### src/rtl/pixel_stream_sequencer.sv
// Frame sequencer for the 2bpp image path: fetches packed ROM words, walks the
// pixel indices through the palette and emits an RGB565 valid/ready stream.
module pixel_stream_sequencer #(
    parameter int unsigned WIDTH  = 160,
    parameter int unsigned HEIGHT = 144,
    parameter int unsigned ADDR_W = 12
) (
    input  logic              i_clk,
    input  logic              i_rst_n,
    input  logic              i_start,
    output logic              o_busy,
    output logic              o_done,
    output logic [ADDR_W-1:0] o_rom_addr,
    input  logic [15:0]       i_rom_data,
    output logic [1:0]        o_color,
    input  logic [4:0]        i_red,
    input  logic [5:0]        i_green,
    input  logic [4:0]        i_blue,
    output logic [15:0]       o_pixel,
    output logic              o_valid,
    input  logic              i_ready,
    output logic              o_sof,
    output logic              o_eol
);

    localparam int unsigned X_W = (WIDTH > 1)  ? $clog2(WIDTH)  : 1;
    localparam int unsigned Y_W = (HEIGHT > 1) ? $clog2(HEIGHT) : 1;

    typedef enum logic [2:0] {
        S_IDLE   = 3'd0,
        S_FETCH  = 3'd1,
        S_LOAD   = 3'd2,
        S_STREAM = 3'd3,
        S_DRAIN  = 3'd4
    } state_t;

    state_t           r_state;
    state_t           w_next;
    logic [15:0]      r_shreg;
    logic [2:0]       r_slot;
    logic [X_W-1:0]   r_x;
    logic [Y_W-1:0]   r_y;

    logic w_accept;
    logic w_load;
    logic w_hs;
    logic w_x_last;
    logic w_y_last;
    logic w_word_end;
    logic w_frame_end;
    logic w_done;

    // Palette index is presented combinationally from the top of the shift reg.
    assign o_color = r_shreg[15:14];

    always_ff @(posedge i_clk or negedge i_rst_n) begin
        if (!i_rst_n) r_state <= S_IDLE;
        else          r_state <= w_next;
    end

    always_comb begin
        w_next = r_state;
        case (r_state)
            S_IDLE:   if (w_accept) w_next = S_FETCH;
            S_FETCH:  w_next = S_LOAD;
            S_LOAD:   w_next = S_STREAM;
            S_STREAM: if (w_word_end) w_next = w_frame_end ? S_DRAIN : S_FETCH;
            S_DRAIN:  if (w_done) w_next = S_IDLE;
            default:  w_next = S_IDLE;
        endcase
    end

    // Control strobes: a pixel is loaded whenever the output slot is free.
    always_comb begin
        w_accept    = 1'b0;
        w_load      = 1'b0;
        w_hs        = o_valid && i_ready;
        w_x_last    = (r_x == X_W'(WIDTH - 1));
        w_y_last    = (r_y == Y_W'(HEIGHT - 1));
        case (r_state)
            S_IDLE:   w_accept = i_start;
            S_STREAM: w_load   = !o_valid || i_ready;
            default:  ;
        endcase
        w_word_end  = w_load && (r_slot == 3'd7);
        w_frame_end = w_load && w_x_last && w_y_last;
        w_done      = (r_state == S_DRAIN) && w_hs;
    end

    always_ff @(posedge i_clk or negedge i_rst_n) begin
        if (!i_rst_n) begin
            o_busy     <= 1'b0;
            o_done     <= 1'b0;
            o_rom_addr <= '0;
            o_pixel    <= '0;
            o_valid    <= 1'b0;
            o_sof      <= 1'b0;
            o_eol      <= 1'b0;
            r_shreg    <= '0;
            r_slot     <= '0;
            r_x        <= '0;
            r_y        <= '0;
        end else begin
            o_done <= w_done;
            if (w_accept) begin
                o_busy     <= 1'b1;
                o_rom_addr <= '0;
                r_x        <= '0;
                r_y        <= '0;
            end else if (w_done) begin
                o_busy <= 1'b0;
            end

            if (r_state == S_LOAD) begin
                r_shreg <= i_rom_data;
                r_slot  <= '0;
            end

            // Held pixel only retires on a handshake with nothing new to load.
            if (w_load) begin
                o_pixel <= {i_red, i_green, i_blue};
                o_valid <= 1'b1;
                o_sof   <= (r_x == '0) && (r_y == '0);
                o_eol   <= w_x_last;
                r_shreg <= {r_shreg[13:0], 2'b00};
                r_slot  <= r_slot + 3'd1;
                if (w_x_last) begin
                    r_x <= '0;
                    r_y <= w_y_last ? '0 : r_y + Y_W'(1);
                end else begin
                    r_x <= r_x + X_W'(1);
                end
                if (w_word_end && !w_frame_end) o_rom_addr <= o_rom_addr + ADDR_W'(1);
            end else if (w_hs) begin
                o_valid <= 1'b0;
            end
        end
    end

endmodule
### config.mk
export PLATFORM = sky130hd
export DESIGN_NAME = pixel_stream_sequencer
export DESIGN_NICKNAME = d
export VERILOG_FILES = /design/src/rtl/pixel_stream_sequencer.sv
export SDC_FILE = /design/constraint.sdc
export NUM_CORES = 1
export LEC_CHECK = 0
export ABC_CLOCK_PERIOD_IN_PS = 2550
export BUFFER_PORTS_ARGS = -buffer_cell sky130_fd_sc_hd__buf_2
export CAP_MARGIN = 20
export CELL_PAD_IN_SITES_DETAIL_PLACEMENT = 1
export CELL_PAD_IN_SITES_GLOBAL_PLACEMENT = 1
export CORE_UTILIZATION = 42
export DETAILED_ROUTE_END_ITERATION = 7
export PLACE_DENSITY_LB_ADDON = 0.1
export SLEW_MARGIN = 20
export SYNTH_ARGS = -nofsm -noshare
export SYNTH_HDL_FRONTEND = slang
export SYNTH_SLANG_ARGS = --single-unit
### constraint.sdc
create_clock -name i_clk -period 2.55 [get_ports i_clk]
set_input_delay 0.255 -clock i_clk [delete_from_list [all_inputs] [get_ports i_clk]]
set_output_delay 0.255 -clock i_clk [all_outputs]
set_load 0.01 [all_outputs]
==> impl_metrics.csv <==
group,metric,value,unit
outcome,status,"complete, no violations",
floorplan,core_area,7810,um^2
setup_path,cp-start-kind,"flop",
floorplan,die_area,8530,um^2
sta,fin_crit_sh,0.834,
clock_tree,cts_made_buffers,9,
yosys,synth_cells,347,
floorplan,die_w,92.3,um
floorplan,io_pins,71,
layout,multiInputGateArea,1530,um^2
sta,setup_ws,0.423,ns
placed_design,hpwlAfterDp,5780,um
route,drc,0,
clock_tree,clock_latency,0.35,ns
pwr,power_leakage,2.07,nW
yosys,synth_seq_cells,71,
global_routing,antenna_found_initial,0,
yosys,synth.area.top_cells,"dfrtp_1 (52%), nand2_1 (10%), mux2i_1 (6.7%)",
sta,setup_viol,0,
floorplan,rows,32,
clock_tree,cts_sinks,71,
pwr,vdd_ir_drop_max,0.000403,V
layout,drive_gt1_frac,0.252,
min_path,min-delay-path-class,"in -> reg",
yosys,ys_seq_area_frac,0.518,
setup_path,criticalPathCategory,"reg -> reg",
pwr,p_total,3.39,mW
yosys,synthTopCellsByCount,"nand2_1 (91), dfrtp_1 (71), mux2i_1 (23), o21ai_0 (23), nand3_1 (12)",
run,max_cap_violations,0,
min_path,whs_path_depth,3,
route,detail_route.iter0.violations,67,
yosys,yosysMostFrequentCell,"nand2_1",
sta,tightestPinTransition,0.746,ns
route,drt-vias-per-instance,5.38,
clock_tree,path_clk_slew,0.08,ns
sta,final-hold-violation-count,0,
yosys,mappedNetlistArea,3430,um^2
layout,area_delta_synth_final,21.3,%
layout,nFillCells,925,
clock_tree,cts_resized,0,
clock_tree,hold_buffers,1,
setup_path,end_kind,"flop",
yosys,yosysUniqueCellTypes,51,
sta,grt_setup_unrepaired,"no",
yosys,syn_nets,390,
global_routing,grt_pass1_wl,14100,um
yosys,synth_top_cell_area_share,0.518,
setup_path,crit_chain,"or4b_4, nor4_4, buf_4, a31o_1, a21oi_1",
setup_path,critPathArrivalTime,2.34,ns
clock_tree,postCtsSetupBuffers,0,
sta,fin_skew,0.0115,ns
yosys,async_flop_share,1.00,
pwr,powerDensity,815,nW/um^2
route,drtPass1Iterations,4,
global_routing,grt_pass1_vias,2930,
sta,fmax,470,MHz
clock_tree,htreeDepth,3,
yosys,yosysWarnings,0,
route,detail-route-antenna-nets,0,
global_routing,grt_remaining_overflow,0,
sta,tns,0,ns
yosys,synth_edf_count,0,
sta,slew_headroom,0.503,
layout,regArea,1780,um^2
clock_tree,cts_max_path_buffers,2,
setup_path,reg2reg_depth,5,
layout,final_nets,466,
route,vias,2849,
setup_path,cp_slowest_stage_delay,0.60,ns
global_routing,grt_use_total,0.213,
sta,fin_crit,2.13,ns
yosys,ys.flop_type,"dfrtp_1",
placed_design,gp_congestion,0.782,
route,totalWireLength,8430,um
placed_design,preCtsSetupSlack,0.482,ns
yosys,synth_largest_area_cell,"dfrtp_1",
clock_tree,cts_tree,"done",
floorplan,initial_core_util,0.439,
setup_path,worstPathRequired,2.76,ns
floorplan,die_h,92.3,um
yosys,syn_avg_cell_area,9.88,um^2
clock_tree,clockRootBuffer,"clkbuf_8",
route,wl_per_cell,15.9,um
setup_path,cpMaxStageDelayCell,"or4b_4",
layout,diodes,0,
setup_path,critPathMaxFanout,8,
global_routing,grt_max_degree,47,
placed_design,numPortBuffers,70,
sta,finalMaxSlewViolations,0,
## registers in the layout, summed over array words and instances, names as in the netlist
register    cells
o_done          1
r_y             8
o_rom_addr     12
o_busy          1
r_x             8
o_eol           1
o_pixel        16
r_slot          3
o_valid         1
r_shreg        16
r_state         3
o_sof           1
## cell usage in the layout, fill, tap and decap left out, types with 3 or more instances in the layout
master	instances
a211oi_1	3
a21o_1	3
a21oi_1	7
a22o_1	7
and3_1	5
buf_2	70
buf_4	8
clkbuf_8	11
dfrtp_1	71
ha_1	7
inv_1	10
mux2i_1	23
nand2_1	91
nand2b_1	3
nand3_1	12
nand4_1	3
nor2_1	9
nor3_1	3
nor3b_1	4
nor4_1	4
nor4b_1	5
o21ai_0	23
o31ai_1	3
## layer usage
metal | vias to the layer above | share of wire | track usage
met5 | - | 0 | 0
met3 | 13 | 0.025 | 0.0337
met2 | 46 | 0.50 | 0.357
met4 | 0 | 0.017 | 0.0977
li1 | 1369 | - | -
met1 | 1421 | 0.46 | 0.271
## layout make-up
class	instances	area share
inverters	10	0.00903
well taps	102	0.0307
multi-input cells	250	0.367
flip-flops and latches	71	0.427
clock buffers	11	0.0364
clock inverters	5	0.0193
repair buffers	81	0.111
## worst max-delay path: cells and delay by family (launching register included)
| family | cells | cell delay, ns |
|---|---|---|
| compound gates | 2 | 0.26 |
| flops | 1 | 0.44 |
| buf+inv | 1 | 0.22 |
| simple gates | 2 | 1.08 |
## power breakdown
part / switching (mW) / internal, mW / leakage, nW
combinational: 0.463 / 0.350 / 1.05
clock: 0.437 / 0.602 / 0.112
sequential: 0.173 / 1.37 / 0.907
total: 1.07 / 2.32 / 2.07
## path summary, 6_finish.rpt
| check | startpoint | to | slack [ns] |
|---|---|---|---|
| worst min register to register | o_pixel[11] | o_pixel[11] | 0.48 |
| worst min-delay path | i_blue[3] | o_pixel[3] | 0.08 |
| worst max-delay path | r_y[4] | r_state[0] | 0.42 |
| min in group asynchronous | i_rst_n | r_y[0] | 0.46 |
| worst max register to register | r_y[4] | r_state[0] | 0.42 |
| max in group asynchronous | i_rst_n | r_state[0] | 1.41 |
## cell families (layout without fill, tap and decap cells)
| group | count (synthesis) | count (layout) | share of synthesized area |
|---|---|---|---|
| adders and majority gates | 7 | 7 | 0.0255 |
| and+or+nand+nor | 159 | 159 | 0.231 |
| DFF | 71 | 71 | 0.518 |
| xor gates and xnor gates | 2 | 2 | 0.00511 |
| muxes | 24 | 24 | 0.0704 |
| AOI/OAI and AO/OA | 58 | 58 | 0.111 |
| buffers and inverters | 26 | 107 | 0.0391 |
## per-stage QoR
stage / cells / util / hold WS, ns / area (um^2)
2_1_floorplan: 347 / - / -0.0406 / 3430
3_3_place_gp: 513 / 0.502 / 0.315 / 3920
3_5_place_dp: 513 / 0.502 / 0.314 / 3920
4_1_cts: 530 / 0.533 / 0.0757 / 4160
5_1_grt: 530 / 0.533 / 0.0829 / 4160
6_report: 530 / 0.533 / 0.0831 / 4160
No activity file was read; power rests on OpenSTA's default activity.
